## src/rtl/register_file_8x32_pkg.sv

```systemverilog
// Shared constants for the register file, shifter and counter blocks.
package register_file_8x32_pkg;
  localparam int DATA_WIDTH = 32;
  localparam int ADDR_WIDTH = 3;
  localparam int DEPTH      = 2 ** ADDR_WIDTH;
  localparam logic [DATA_WIDTH-1:0] RESET_VAL = 32'h0000_0000;
endpackage

```

## src/rtl/_3_to_8_decoder.sv

```systemverilog
// One-hot 3-to-8 decoder with enable, built from inverters and 4-input ANDs.
module _3_to_8_decoder (
  input  logic       en_i,
  input  logic [2:0] addr_i,
  output logic [7:0] dec_o
);
  logic [2:0] addr_n;

  for (genvar k = 0; k < 3; k++) begin : g_inv
    _inv u_inv (.a_i(addr_i[k]), .y_o(addr_n[k]));
  end

  // Each output ANDs the enable with the true/complemented address literals matching its index.
  for (genvar i = 0; i < 8; i++) begin : g_dec
    localparam logic [2:0] IDX = 3'(i);
    _and4 u_and (
      .a_i(en_i),
      .b_i(IDX[2] ? addr_i[2] : addr_n[2]),
      .c_i(IDX[1] ? addr_i[1] : addr_n[1]),
      .d_i(IDX[0] ? addr_i[0] : addr_n[0]),
      .y_o(dec_o[i])
    );
  end
endmodule

```

## src/rtl/_8_to_1_mux_32bits.sv

```systemverilog
// 8-to-1, 32-bit AND-OR multiplexer: one-hot select gates each input, then an OR tree merges them.
module _8_to_1_mux_32bits (
  input  logic [7:0][31:0] data_i,
  input  logic [2:0]       sel_i,
  output logic [31:0]      data_o
);
  logic [7:0]       sel_oh;
  logic [7:0][31:0] gated;
  logic [3:0][31:0] lvl1;
  logic [1:0][31:0] lvl2;

  _3_to_8_decoder u_sel_dec (
    .en_i  (1'b1),
    .addr_i(sel_i),
    .dec_o (sel_oh)
  );

  for (genvar i = 0; i < 8; i++) begin : g_gate
    _and32 u_and (.a_i(data_i[i]), .b_i({32{sel_oh[i]}}), .y_o(gated[i]));
  end

  for (genvar i = 0; i < 4; i++) begin : g_lvl1
    _or32 u_or (.a_i(gated[2*i]), .b_i(gated[2*i+1]), .y_o(lvl1[i]));
  end

  for (genvar i = 0; i < 2; i++) begin : g_lvl2
    _or32 u_or (.a_i(lvl1[2*i]), .b_i(lvl1[2*i+1]), .y_o(lvl2[i]));
  end

  _or32 u_or_root (.a_i(lvl2[0]), .b_i(lvl2[1]), .y_o(data_o));
endmodule

```

## src/rtl/_and32.sv

```systemverilog
// Gate library: 32-bit bitwise 2-input AND.
module _and32 (
  input  logic [31:0] a_i,
  input  logic [31:0] b_i,
  output logic [31:0] y_o
);
  assign y_o = a_i & b_i;
endmodule

```

## src/rtl/_and4.sv

```systemverilog
// Gate library: 4-input AND.
module _and4 (
  input  logic a_i,
  input  logic b_i,
  input  logic c_i,
  input  logic d_i,
  output logic y_o
);
  assign y_o = a_i & b_i & c_i & d_i;
endmodule

```

## src/rtl/_inv.sv

```systemverilog
// Gate library: single-bit inverter.
module _inv (
  input  logic a_i,
  output logic y_o
);
  assign y_o = ~a_i;
endmodule

```

## src/rtl/_or32.sv

```systemverilog
// Gate library: 32-bit bitwise 2-input OR.
module _or32 (
  input  logic [31:0] a_i,
  input  logic [31:0] b_i,
  output logic [31:0] y_o
);
  assign y_o = a_i | b_i;
endmodule

```

## src/rtl/_register32_r_en.sv

```systemverilog
// 32-bit register with asynchronous active-low clear and synchronous load enable.
module _register32_r_en
  import register_file_8x32_pkg::*;
(
  input  logic                  clk_i,
  input  logic                  rst_ni,
  input  logic                  en_i,
  input  logic [DATA_WIDTH-1:0] d_i,
  output logic [DATA_WIDTH-1:0] q_o
);
  logic [DATA_WIDTH-1:0] data_q;
  logic [DATA_WIDTH-1:0] data_d;

  assign data_d = en_i ? d_i : data_q;

  always_ff @(posedge clk_i or negedge rst_ni) begin
    if (!rst_ni) begin
      data_q <= RESET_VAL;
    end else begin
      data_q <= data_d;
    end
  end

  assign q_o = data_q;
endmodule

```

## src/rtl/register_file_8x32.sv

```systemverilog
// 8x32 register file: one synchronous write port, two independent combinational read ports.
module register_file_8x32
  import register_file_8x32_pkg::*;
(
  input  logic                  clk,
  input  logic                  reset_n,
  input  logic                  we,
  input  logic [ADDR_WIDTH-1:0] wAddr,
  input  logic [DATA_WIDTH-1:0] wData,
  input  logic [ADDR_WIDTH-1:0] rAddr_a,
  output logic [DATA_WIDTH-1:0] rData_a,
  input  logic [ADDR_WIDTH-1:0] rAddr_b,
  output logic [DATA_WIDTH-1:0] rData_b
);
  logic [DEPTH-1:0]                 wr_en;
  logic [DEPTH-1:0][DATA_WIDTH-1:0] reg_q;

  _3_to_8_decoder u_wr_dec (
    .en_i  (we),
    .addr_i(wAddr),
    .dec_o (wr_en)
  );

  for (genvar i = 0; i < DEPTH; i++) begin : g_reg
    _register32_r_en u_reg (
      .clk_i (clk),
      .rst_ni(reset_n),
      .en_i  (wr_en[i]),
      .d_i   (wData),
      .q_o   (reg_q[i])
    );
  end

  // Reads are unbypassed: a same-address write shows up only after the edge.
  _8_to_1_mux_32bits u_rd_mux_a (
    .data_i(reg_q),
    .sel_i (rAddr_a),
    .data_o(rData_a)
  );

  _8_to_1_mux_32bits u_rd_mux_b (
    .data_i(reg_q),
    .sel_i (rAddr_b),
    .data_o(rData_b)
  );
endmodule

```

## config.mk

```make
export PLATFORM = sky130hd
export DESIGN_NAME = register_file_8x32
export DESIGN_NICKNAME = d
export VERILOG_FILES = /design/src/rtl/register_file_8x32_pkg.sv /design/src/rtl/_3_to_8_decoder.sv /design/src/rtl/_8_to_1_mux_32bits.sv /design/src/rtl/_and32.sv /design/src/rtl/_and4.sv /design/src/rtl/_inv.sv /design/src/rtl/_or32.sv /design/src/rtl/_register32_r_en.sv /design/src/rtl/register_file_8x32.sv
export SDC_FILE = /design/constraint.sdc
export NUM_CORES = 1
export LEC_CHECK = 0
export ABC_CLOCK_PERIOD_IN_PS = 2300
export BUFFER_PORTS_ARGS = -buffer_cell sky130_fd_sc_hd__buf_4
export CORE_ASPECT_RATIO = 1.2
export CORE_MARGIN = 2
export CORE_UTILIZATION = 43
export CTS_BUF_LIST = sky130_fd_sc_hd__clkbuf_8
export DETAILED_ROUTE_END_ITERATION = 8
export PLACE_DENSITY_LB_ADDON = 0.25
export SYNTH_ARGS = -nofsm -noshare
export SYNTH_HDL_FRONTEND = slang
export SYNTH_SLANG_ARGS = --single-unit
```

## constraint.sdc

```tcl
create_clock -name clk -period 2.3 [get_ports clk]
set_input_delay 0.115 -clock clk [delete_from_list [all_inputs] [get_ports clk]]
set_output_delay 0.115 -clock clk [all_outputs]
set_load 0.02 [all_outputs]
```

### Yosys cells after proc, flatten, opt, wreduce, memory -nomap -nowiden

Index checks and enable logic that the tools add are counted.

| word-level totals | value |
|---|---|
| bits in registers | 256 |
| input port bits | 44 |
| output and inout port bits | 64 |
| logic and storage cells | 85 |

| cells by class | value |
|---|---|
| bitwise operators | 77 |

Operators by type and width:

| operator | number |
|---|---|
| 32-bit bitwise AND | 16 |
| 32-bit OR | 14 |
| 1-bit bitwise AND | 38 |
| 1-bit inverter | 9 |

### Logic depth before layout (Yosys ltp)

Gate-level depths: netlist of run 1.

| logic depth | value |
|---|---|
| depth in word-level cells | 7 |
| gate-level depth with buffers | 5 |
| mapped depth without buffers | 2 |

### Hierarchy

A second synthesis of run 1 with hierarchy kept.

| second synthesis, totals | value |
|---|---|
| cell total of the unflattened synthesis | 1539 |
| area total of the unflattened synthesis | 17017.6 um2 |

Modules (own cells, without submodules):

| module | times used | cells each | area an instance (um2) | sequential area each (um2) |
|---|---|---|---|---|
| _register32_r_en | 8 | 68 | 1345.0 | 800.8 |
| _and32 | 16 | 32 | 200.2 | 0.0 |
| _or32 | 14 | 32 | 200.2 | 0.0 |
| _and4 | 24 | 1 | 8.8 | 0.0 |
| _inv | 9 | 1 | 3.8 | 0.0 |
| _8_to_1_mux_32bits | 2 | 1 | 3.8 | 0.0 |

### Least setup slack after synthesis of run 1

No wires, ideal clock.

| timing path | value |
|---|---|
| path kind | input-to-output |
| from | input port rAddr_a[0] |
| to | output port rData_a[0] |
| arrival | 1269 ps |
| data required time | 2185 ps |
| path slack | 916 ps |
| stages on the path | 4 |
| path buffers | 2 |
| path through | buf_6 buf_6 mux4_1 mux2_2 |

| on the way | value |
|---|---|
| cells in the longest elaborated chain, start to end | 6 |
| elaborated cells on any way between the ends | 24 |
| classes of those cells | bitwise (24) |

Ends and longest elaborated chain:

| item | RTL line | RTL |
|---|---|---|
| start: declaration | register_file_8x32.sv:10 | `input logic [ADDR_WIDTH-1:0] rAddr_a,` |
| 1-bit inverter | _inv.sv:6 | `assign y_o = ~a_i;` |
| 1-bit bitwise AND | _and4.sv:9 | `assign y_o = a_i & b_i & c_i & d_i;` |
| 32-bit bitwise AND | _and32.sv:7 | `assign y_o = a_i & b_i;` |
| 32-bit OR (2 in a row) | _or32.sv:7 | `assign y_o = a_i \| b_i;` |
| 32-bit OR (*) | _or32.sv:7 |  |
| end: declaration | register_file_8x32.sv:11 | `output logic [DATA_WIDTH-1:0] rData_a,` |

Every way passes the cells marked *; elsewhere a longest branch is shown, timed or not.

### Final worst setup path of run 1

| timing path | value |
|---|---|
| from | register g_reg[1].u_reg.data_q[22] |
| to | output port rData_b[22] |

| on the way | value |
|---|---|
| cells in the longest elaborated chain, start to end | 4 |

Ends and longest elaborated chain:

| item | RTL line | RTL |
|---|---|---|
| start: declaration | _register32_r_en.sv:11 | `logic [DATA_WIDTH-1:0] data_q;` |
| start signal: assignment | _register32_r_en.sv:20 | `data_q <= data_d;` |
| 32-bit bitwise AND | _and32.sv:7 |  |
| 32-bit OR (3 in a row) | _or32.sv:7 |  |
| end: declaration | register_file_8x32.sv:13 | `output logic [DATA_WIDTH-1:0] rData_b` |

No other way between the ends.

==> results of run 1 <==
[per-layer routing]
layer  up-vias  wire (um)
met2       173      15600
li1       3415          -
met4         2        463
met1      4295      14400
met3        41       1260
met5         -         13
[cell families after synthesis]
family / Yosys count
buffers and inverters: 67
flip-flops: 256
multiplexers: 448
AND/OR/NAND/NOR: 8
[how the worst min path moves through the flow]
stage | end | slack [ns] | depth (start not counted)
2_1_floorplan | g_reg[0].u_reg.q_o[0] | -0.18 | 0
3_3_place_gp | g_reg[7].u_reg.q_o[23] | 0.14 | 1
3_5_place_dp | g_reg[7].u_reg.q_o[23] | 0.14 | 1
4_1_cts | g_reg[4].u_reg.q_o[27] | 0.16 | 2
5_1_grt | g_reg[7].u_reg.q_o[19] | 0.21 | 2
6_report | g_reg[7].u_reg.q_o[23] | 0.12 | 2
[power by group]
part / total, mW / internal [mW] / switching [mW]
clock network: 3.88 / 2.10 / 1.79
logic: 3.90 / 2.40 / 1.51
registers: 6.17 / 5.51 / 0.659
total: 14.0 / 10.0 / 3.95
[timing repair]
| action | in CTS | in global routing |
|---|---|---|
| hold endpoints to repair | 324 | 0 |
| endpoints found under the setup margin | 0 | 0 |
| hold buffers | 33 | 0 |
[cell usage in the layout, fill, tap and decap left out]
master	n
mux2_2	310
dfrtp_1	256
buf_4	109
mux4_1	80
clkbuf_8	54
mux4_2	48
dlygate4sd3_1	33
buf_12	18
inv_1	14
mux2_1	9
clkinv_2	5
nor4bb_4	3
nand4b_1	3
mux2_4	1
nand4_1	1
nor4b_4	1
buf_8	1
[through the flow]
stage          hold WS (ns)  power, mW  cell area, um2
2_1_floorplan        -0.181       8.78           13700
3_3_place_gp          0.137       10.0           15000
3_5_place_dp          0.139       10.2           15000
4_1_cts               0.160       14.2           16200
5_1_grt               0.209       14.7           16200
6_report              0.123       14.0           16200
[final cells by class]
class,count,share of cell area
clock inverters,19,0.00480
well taps,401,0.0310
multi-input cells,456,0.428
repair buffers,161,0.0942
flip-flops and latches,256,0.396
clock buffers,54,0.0460
==> impl_metrics.env, run 1 <==
export IMPL_status="complete, no violations"
export IMPL_synth_most_common_cell="mux2_2"
export IMPL_synth_edf_count=0
export IMPL_synth_area_um2=13700
export IMPL_worstReg2RegStart="g_reg[1].u_reg.q_o[3]"
export IMPL_synth_top_area_share=0.467
export IMPL_coreArea_um2=31400
export IMPL_start_util=0.437
export IMPL_crit_buf_inv=1
export IMPL_endpoint="rData_b[22]"
export IMPL_cts_root_buf="clkbuf_8"
export IMPL_critPathLaunchType="flip-flop"
export IMPL_antenna_found_initial=1
export IMPL_timing_fmax_ghz=0.492
export IMPL_powerDensity_nw_per_um2=863
export IMPL_met2_usage=0.323
export IMPL_synthArstFlopShare=1.00
export IMPL_cp_data_required_time_ns=2.18
export IMPL_multi_input_area_um2=6920
export IMPL_grt_pass1_vias=8516
export IMPL_r2r_slack_ns=1.50
export IMPL_die_width_um=167
export IMPL_synth_seq_area_share=0.467
export IMPL_drt_total_wl_mm=31.7
export IMPL_synth_area_leaders="dfrtp_1 47%, mux2_2 25%, mux4_1 15%, mux4_2 7.9%, buf_6 1.1%"
export IMPL_synth_seq_cells=256
export IMPL_io_buffers=107
export IMPL_dp_cells=1241
export IMPL_layout_drive_gt1_share=0.581
export IMPL_drcViolationCount=0
export IMPL_endpoint_kind="primary output"
export IMPL_numCtsBuffers=43
export IMPL_syn_avg_cell_area_um2=17.6
export IMPL_post_route_min_period_ns=2.03
export IMPL_gp_congestion=0.682
export IMPL_yosys_area_share_adder=0
export IMPL_irDropWorstVdd_uv=514
export IMPL_largest_reg_flops=256
export IMPL_postCtsSetupRepairBufs=0
export IMPL_grt_ovfl_total=0
export IMPL_drtPass1Iterations=4
export IMPL_cp_depth=3
export IMPL_clk_insertion_delay_late_ns=0.54
export IMPL_synthCells=779
export IMPL_setup_viol=0
export IMPL_crit_chain="mux4_1 -> mux2_2 -> buf_4"
export IMPL_io_pins=108
export IMPL_slew_viol_final=0
export IMPL_grt_pass1_wl_mm=50.2
export IMPL_die_area_um2=33400
export IMPL_busiest_layer="met2"
export IMPL_arrival_ns=1.92
export IMPL_synth_area_leader_cell="dfrtp_1"
export IMPL_synth_compound_area_share=0
export IMPL_grtUsageTotal=0.195
export IMPL_synth_top_family_by_area="multiplexers"
export IMPL_max_clock_path_buffers=3
export IMPL_critical_path_peak_fanout=3
export IMPL_post_route_util=0.516
export IMPL_cts_tree="yes"
export IMPL_yosysWarnings=0
export IMPL_grtUsageMet3=0.0291
export IMPL_hpwl_mm=17.8
export IMPL_grt_max_degree=75
export IMPL_ys_top_cells_by_count="310 x mux2_2, 256 x dfrtp_1, 80 x mux4_1"
export IMPL_viasPerCell=5.88
export IMPL_maxCapViolations=0
export IMPL_critPathTopFamily="multiplexers"
export IMPL_post_cts_resized=0
export IMPL_fin_skew_ns=0
export IMPL_synthMuxAreaShare=0.495
export IMPL_r2r_cells=1
export IMPL_diodes=0
export IMPL_syn2layout_area_growth_pct=17.9
export IMPL_instances_no_fill=1347
export IMPL_htreeDepth=2
export IMPL_worst_slew_pin_transition_ns=0.655
export IMPL_fin_setup_tns_ns=0
export IMPL_rows=71
export IMPL_fillers=2628
export IMPL_cts_sinks=256
export IMPL_yosys_area_share_simple=0.00629
export IMPL_max_slew_margin=0.563
export IMPL_wl_per_cell_um=23.6
export IMPL_hp_class="in2async"
export IMPL_crit_slowest_cell="mux4_1"
export IMPL_synth_fp_nets=823
export IMPL_seq_area_um2=6410
export IMPL_ys_types=16
export IMPL_globalRouteMet1Util=0.274
export IMPL_synth_ff_type="dfrtp_1"
export IMPL_rsz0062_at_grt="no"
export IMPL_crit_type="reg2out"
export IMPL_finalNetCount=962
export IMPL_crit_start="g_reg[1].u_reg.q_o[22]"
export IMPL_synth_xor_area_share=0
export IMPL_regToRegEndpoint="g_reg[1].u_reg.q_o[3]"
export IMPL_p_leak_nw=6.98
export IMPL_final_hold_viol_count=0
export IMPL_ant_nets=0
export IMPL_cpPeakStageDelay_ns=0.53
export IMPL_clk_pin_slew_ns=0.06
export IMPL_dieHeight_um=200
export IMPL_finalCritPeriodShare=0.884
export IMPL_num_vias=7926
export IMPL_worst_slack_ns=0.267
export IMPL_place_ws_ns=0.551
export IMPL_drtIter0Drc=367
(Power assumes the default switching activity.)
==> inputs of run 2 (changes only) <==
- CORE_ASPECT_RATIO: 1.2 -> 0.6
- SYNTH_HIERARCHICAL: default -> 1
==> impl_metrics.env, run 2 <==
export IMPL_grtUsageTotal=0.232
export IMPL_post_dp_cell_area_um2=18400
export IMPL_grt_pass1_vias=11600
export IMPL_r2r_cells=1
export IMPL_max_slew_margin=0.635
export IMPL_stdcell_area_um2=19600
export IMPL_post_route_min_period_ns=2.17
export IMPL_clk_insertion_delay_late_ns=0.55
export IMPL_ys_types=10
export IMPL_p_switching_mw=3.91
export IMPL_pwr_share_comb=0.234
export IMPL_gp_congestion=0.762
export IMPL_seq_power_share=0.454
export IMPL_switching_share=0.286
export IMPL_antenna_found_initial=1
export IMPL_layout_drive_gt1_share=0.265
export IMPL_maxCapViolations=0
export IMPL_grtUsageMet3=0.0400
export IMPL_ant_nets=0
export IMPL_post_route_util=0.503
export IMPL_ys_top_cells_by_count="512 x and2_1, 448 x or2_1, 256 x dfrtp_1"
export IMPL_powerDensity_nw_per_um2=697
export IMPL_cts_tree="yes"
export IMPL_globalRouteMet1Util=0.346
export IMPL_hp_class="in2async"
export IMPL_setup_viol=0
export IMPL_status="complete, no violations"
export IMPL_whs_ns=0.0630
export IMPL_drt_total_wl_mm=46.8
export IMPL_hpwl_mm=26.5
export IMPL_critPathLaunchType="flip-flop"
export IMPL_drtPass1Iterations=5
export IMPL_finalCritPeriodShare=0.943
export IMPL_worst_slew_pin_transition_ns=0.547
export IMPL_wl_per_cell_um=20.4
export IMPL_synthCells=1539
export IMPL_grt_pass1_wl_mm=71.8
export IMPL_post_cts_resized=0
export IMPL_die_width_um=261
export IMPL_irDropWorstVdd_uv=324
export IMPL_syn_avg_cell_area_um2=11.1
export IMPL_viasPerCell=4.90
export IMPL_critical_path_peak_fanout=3
export IMPL_met2_usage=0.356
export IMPL_numCtsBuffers=42
export IMPL_postCtsSetupRepairBufs=0
export IMPL_multi_input_area_um2=10100
export IMPL_seq_area_um2=6410
export IMPL_fin_setup_tns_ns=0
export IMPL_yosysWarnings=6
export IMPL_synth_most_common_cell="and2_1"
export IMPL_synth_ff_type="dfrtp_1"
export IMPL_num_vias=11200
export IMPL_final_common_cell="and2_1"
export IMPL_drcViolationCount=0
export IMPL_p_clk_frac=0.312
export IMPL_synth_area_leader_cell="dfrtp_1"
export IMPL_synth_area_leaders="dfrtp_1 38%, mux2_4 21%, and2_1 19%, or2_1 16%, buf_12 2.8%"
export IMPL_busiest_layer="met2"
export IMPL_crit_type="reg2out"
export IMPL_p_leak_nw=10.1
export IMPL_io_pins=108
export IMPL_max_clock_path_buffers=3
export IMPL_arrival_ns=2.05
export IMPL_final_hold_viol_count=0
export IMPL_cts_sinks=256
export IMPL_rsz0062_at_grt="no"
export IMPL_p_int_mw=9.76
export IMPL_synth_edf_count=0
export IMPL_grt_ovfl_total=0
export IMPL_timing_fmax_ghz=0.461
export IMPL_drtIter0Drc=617
export IMPL_coreArea_um2=39000
export IMPL_fin_skew_ns=0
export IMPL_clk_pin_slew_ns=0.06
export IMPL_synth_top_area_share=0.376
export IMPL_endpoint_kind="primary output"
export IMPL_htreeDepth=2
export IMPL_die_area_um2=41200
export IMPL_grt_max_degree=79
export IMPL_largest_reg_flops=256
export IMPL_synthArstFlopShare=1.00
export IMPL_synth_seq_cells=256
export IMPL_synth_seq_area_share=0.376
export IMPL_finalNetCount=1781
export IMPL_layout_common_cells="512 x and2_1, 448 x or2_1, 256 x dfrtp_1"
export IMPL_worstReg2RegStart="g_reg[6].u_reg/q_o[9]"
export IMPL_synth_area_um2=17000
export IMPL_slew_viol_final=0
export IMPL_start_util=0.436
export IMPL_syn2layout_area_growth_pct=15.3
export IMPL_crit_start="g_reg[5].u_reg/q_o[10]"
export IMPL_cp_data_required_time_ns=2.18
export IMPL_io_buffers=107
export IMPL_rows=56
export IMPL_fillers=3499
export IMPL_dieHeight_um=158
export IMPL_cts_hold_buffers=33
export IMPL_cts_root_buf="clkbuf_8"
[run 2: through the flow]
step | instances | power [mW] | setup slack (ns)
after detailed placement | 2182 | 9.41 | 0.344
after global routing | 2290 | 14.4 | 0.0655
after global placement | 2182 | 9.31 | 0.361
after floorplan | 1553 | 8.31 | 0.801
after CTS | 2290 | 13.8 | 0.126
final | 2291 | 13.7 | 0.132
[run 2: cell families after synthesis]
group | after synthesis | share of synthesized area
buffers and inverters | 41 | 0.0355
flip-flops | 256 | 0.376
multiplexers | 256 | 0.222
other | 2 | 0.000441
AND/OR/NAND/NOR | 984 | 0.365
[run 2: path summary, 6_finish.rpt]
| check | slack (ns) | to |
|---|---|---|
| worst max-delay path | 0.13 | rData_a[10] |
| worst min-delay path | 0.06 | g_reg[6].u_reg/q_o[30] |
| worst max register to register | 1.50 | g_reg[6].u_reg/q_o[9] |
| worst min register to register | 0.52 | g_reg[4].u_reg/q_o[4] |
| max in group asynchronous | 1.43 | g_reg[4].u_reg/q_o[14] |
| min in group clk | 0.22 | g_reg[0].u_reg/q_o[21] |
[run 2: power by group through the flow]
| stage | Sequential, mW | Combinational, mW | Clock (mW) |
|---|---|---|---|
| CTS | 6.20 | 3.22 | 4.39 |
| detailed placement | 6.25 | 3.16 | 0 |
| finish | 6.21 | 3.19 | 4.27 |
| floorplan | 6.01 | 2.30 | 0 |
| global placement | 6.22 | 3.09 | 0 |
| global route | 6.36 | 3.44 | 4.63 |
[run 2: per-layer routing]
layer / share of wire / vias to the layer above
met5: 0 / -
met4: 0.011 / 0
met3: 0.050 / 45
met2: 0.43 / 267
met1: 0.51 / 5596
li1: - / 5329
[run 2: final cells by class]
cell class / count / area share
repair buffers: 172 / 0.0806
clock buffers: 55 / 0.0386
well taps: 522 / 0.0333
inverters: 9 / 0.00172
multi-input cells: 1256 / 0.513
flip-flops and latches: 256 / 0.326
diodes: 1 / 0.000128
clock inverters: 20 / 0.00618
[run 2: critical path: stages (launching register included)]
cell     delay (ns)
dfrtp_1        0.40
and2_1         0.17
or2_1          0.26
or2_1          0.22
or2_1          0.27
buf_4          0.17
==> inputs of run 3 (changes only) <==
- PLACE_DENSITY_LB_ADDON: 0.25 -> default
==> impl_metrics.env, run 3 (synthesis results as in run 2) <==
export IMPL_status="complete, no violations"
export IMPL_largest_reg_flops=256
export IMPL_fin_setup_tns_ns=0
export IMPL_critical_path_peak_fanout=3
export IMPL_timing_fmax_ghz=0.462
export IMPL_layout_common_cells="512 x and2_1, 448 x or2_1, 256 x dfrtp_1"
export IMPL_p_leak_nw=10.0
export IMPL_cts_sinks=256
export IMPL_grtUsageTotal=0.220
export IMPL_wl_per_cell_um=19.3
export IMPL_cts_root_buf="clkbuf_8"
export IMPL_clk_pin_slew_ns=0.06
export IMPL_viasPerCell=4.84
export IMPL_antenna_found_initial=0
export IMPL_place_ws_ns=0.355
export IMPL_r2r_cells=1
export IMPL_diodes=0
export IMPL_layout_drive_gt1_share=0.261
export IMPL_max_slew_margin=0.610
export IMPL_syn2layout_area_growth_pct=14.7
export IMPL_crit_start="g_reg[7].u_reg/q_o[30]"
export IMPL_setup_viol=0
export IMPL_regToRegEndpoint="g_reg[0].u_reg/q_o[30]"
export IMPL_drtIter0Drc=507
export IMPL_cts_tree="yes"
export IMPL_cp_data_required_time_ns=2.18
export IMPL_grt_max_degree=71
export IMPL_slew_viol_final=0
export IMPL_ant_nets=0
export IMPL_numCtsBuffers=42
export IMPL_fin_skew_ns=0
export IMPL_maxCapViolations=0
export IMPL_crit_type="reg2out"
export IMPL_io_buffers=107
export IMPL_drtPass1Iterations=4
export IMPL_rsz0062_at_grt="no"
export IMPL_gp_congestion=0.741
export IMPL_final_hold_viol_count=0
export IMPL_hp_class="in2async"
export IMPL_irDropWorstVdd_uv=406
export IMPL_num_vias=11100
export IMPL_die_width_um=261
export IMPL_grt_ovfl_total=0
export IMPL_max_clock_path_buffers=3
export IMPL_critPathLaunchType="flip-flop"
export IMPL_die_area_um2=41200
export IMPL_grt_pass1_vias=11600
export IMPL_arrival_ns=2.05
export IMPL_worstReg2RegStart="g_reg[0].u_reg/q_o[30]"
export IMPL_r2r_slack_ns=1.49
export IMPL_io_pins=108
export IMPL_dieHeight_um=158
export IMPL_coreArea_um2=39000
export IMPL_hpwl_mm=27.5
export IMPL_grt_pass1_wl_mm=69.3
export IMPL_stdcell_area_um2=19500
export IMPL_drt_total_wl_mm=44.2
export IMPL_post_route_util=0.500
export IMPL_start_util=0.436
export IMPL_powerDensity_nw_per_um2=676
export IMPL_drcViolationCount=0
export IMPL_rows=56
export IMPL_finalCritPeriodShare=0.942
export IMPL_clk_insertion_delay_late_ns=0.57
export IMPL_crit_path_frequent_cell="or2_1"
export IMPL_endpoint_kind="primary output"
export IMPL_crit_slowest_cell="dfrtp_1"
export IMPL_post_route_min_period_ns=2.17
export IMPL_worst_slack_ns=0.134
export IMPL_worst_slew_pin_transition_ns=0.585
export IMPL_crit_chain="and2_1 -> or2_1 -> or2_1 -> or2_1 -> buf_4"
export IMPL_post_dp_cell_area_um2=18400
export IMPL_finalNetCount=1788
export IMPL_cpPeakStageDelay_ns=0.39
export IMPL_htreeDepth=2
export IMPL_final_common_cell="and2_1"
## run 3: through the flow
stage	std cells	power, mW	hold WS [ns]
2_1_floorplan	1553	8.31	-0.181
3_3_place_gp	2189	9.31	0.0503
3_5_place_dp	2189	9.39	0.0486
4_1_cts	2289	13.4	0.00865
5_1_grt	2289	14.0	0.0287
6_report	2289	13.2	0.0319
## run 3: repair_timing
action,4_1_cts,5_1_grt
hold endpoints to repair,512,0
hold buffers,33,0
setup buffers,0,0
setup endpoints to repair,0,0
resized for setup,0,0
## run 3: metal layers
layer  wire, um  track usage  up-vias  part of all wire
met5          0            0        -                 0
met4        803       0.0566        0             0.018
met3       1880       0.0387       59             0.043
met2      19400        0.342      182              0.44
met1      22000        0.315     5476              0.50
li1           -            -     5351                 -
## run 3: cell type report
class | instances | area (um2)
Sequential cell | 256 | 6410
Multi-Input combinational cell | 1256 | 10100
Tap cell | 522 | 653
Clock inverter | 17 | 66.3
Timing Repair Buffer | 179 | 1600
Inverter | 9 | 33.8
Clock buffer | 50 | 688
Fill cell | 3523 | 19500
## run 3: critical path: cells and delay by family (launching register included)
family / cells / cell delay (ns)
buf+inv: 1 / 0.17
flops: 1 / 0.39
simple gates: 4 / 0.91
## run 3: worst max-delay path by stage
stage               depth (start not counted)     endpoint
global route                                5  rData_a[17]
detailed placement                          9  rData_a[19]
CTS                                         5  rData_b[21]
global placement                            8  rData_b[21]
finish                                      5  rData_b[30]
floorplan                                   6   rData_a[0]
## run 3: where the power goes
| part | leakage [nW] | total (mW) | switching (mW) | internal, mW |
|---|---|---|---|---|
| Combinational | 6.52 | 3.16 | 1.17 | 1.99 |
| Clock | 0.447 | 3.82 | 1.88 | 1.94 |
| Sequential | 3.07 | 6.21 | 0.703 | 5.51 |
| Total | 10.0 | 13.2 | 3.76 | 9.44 |
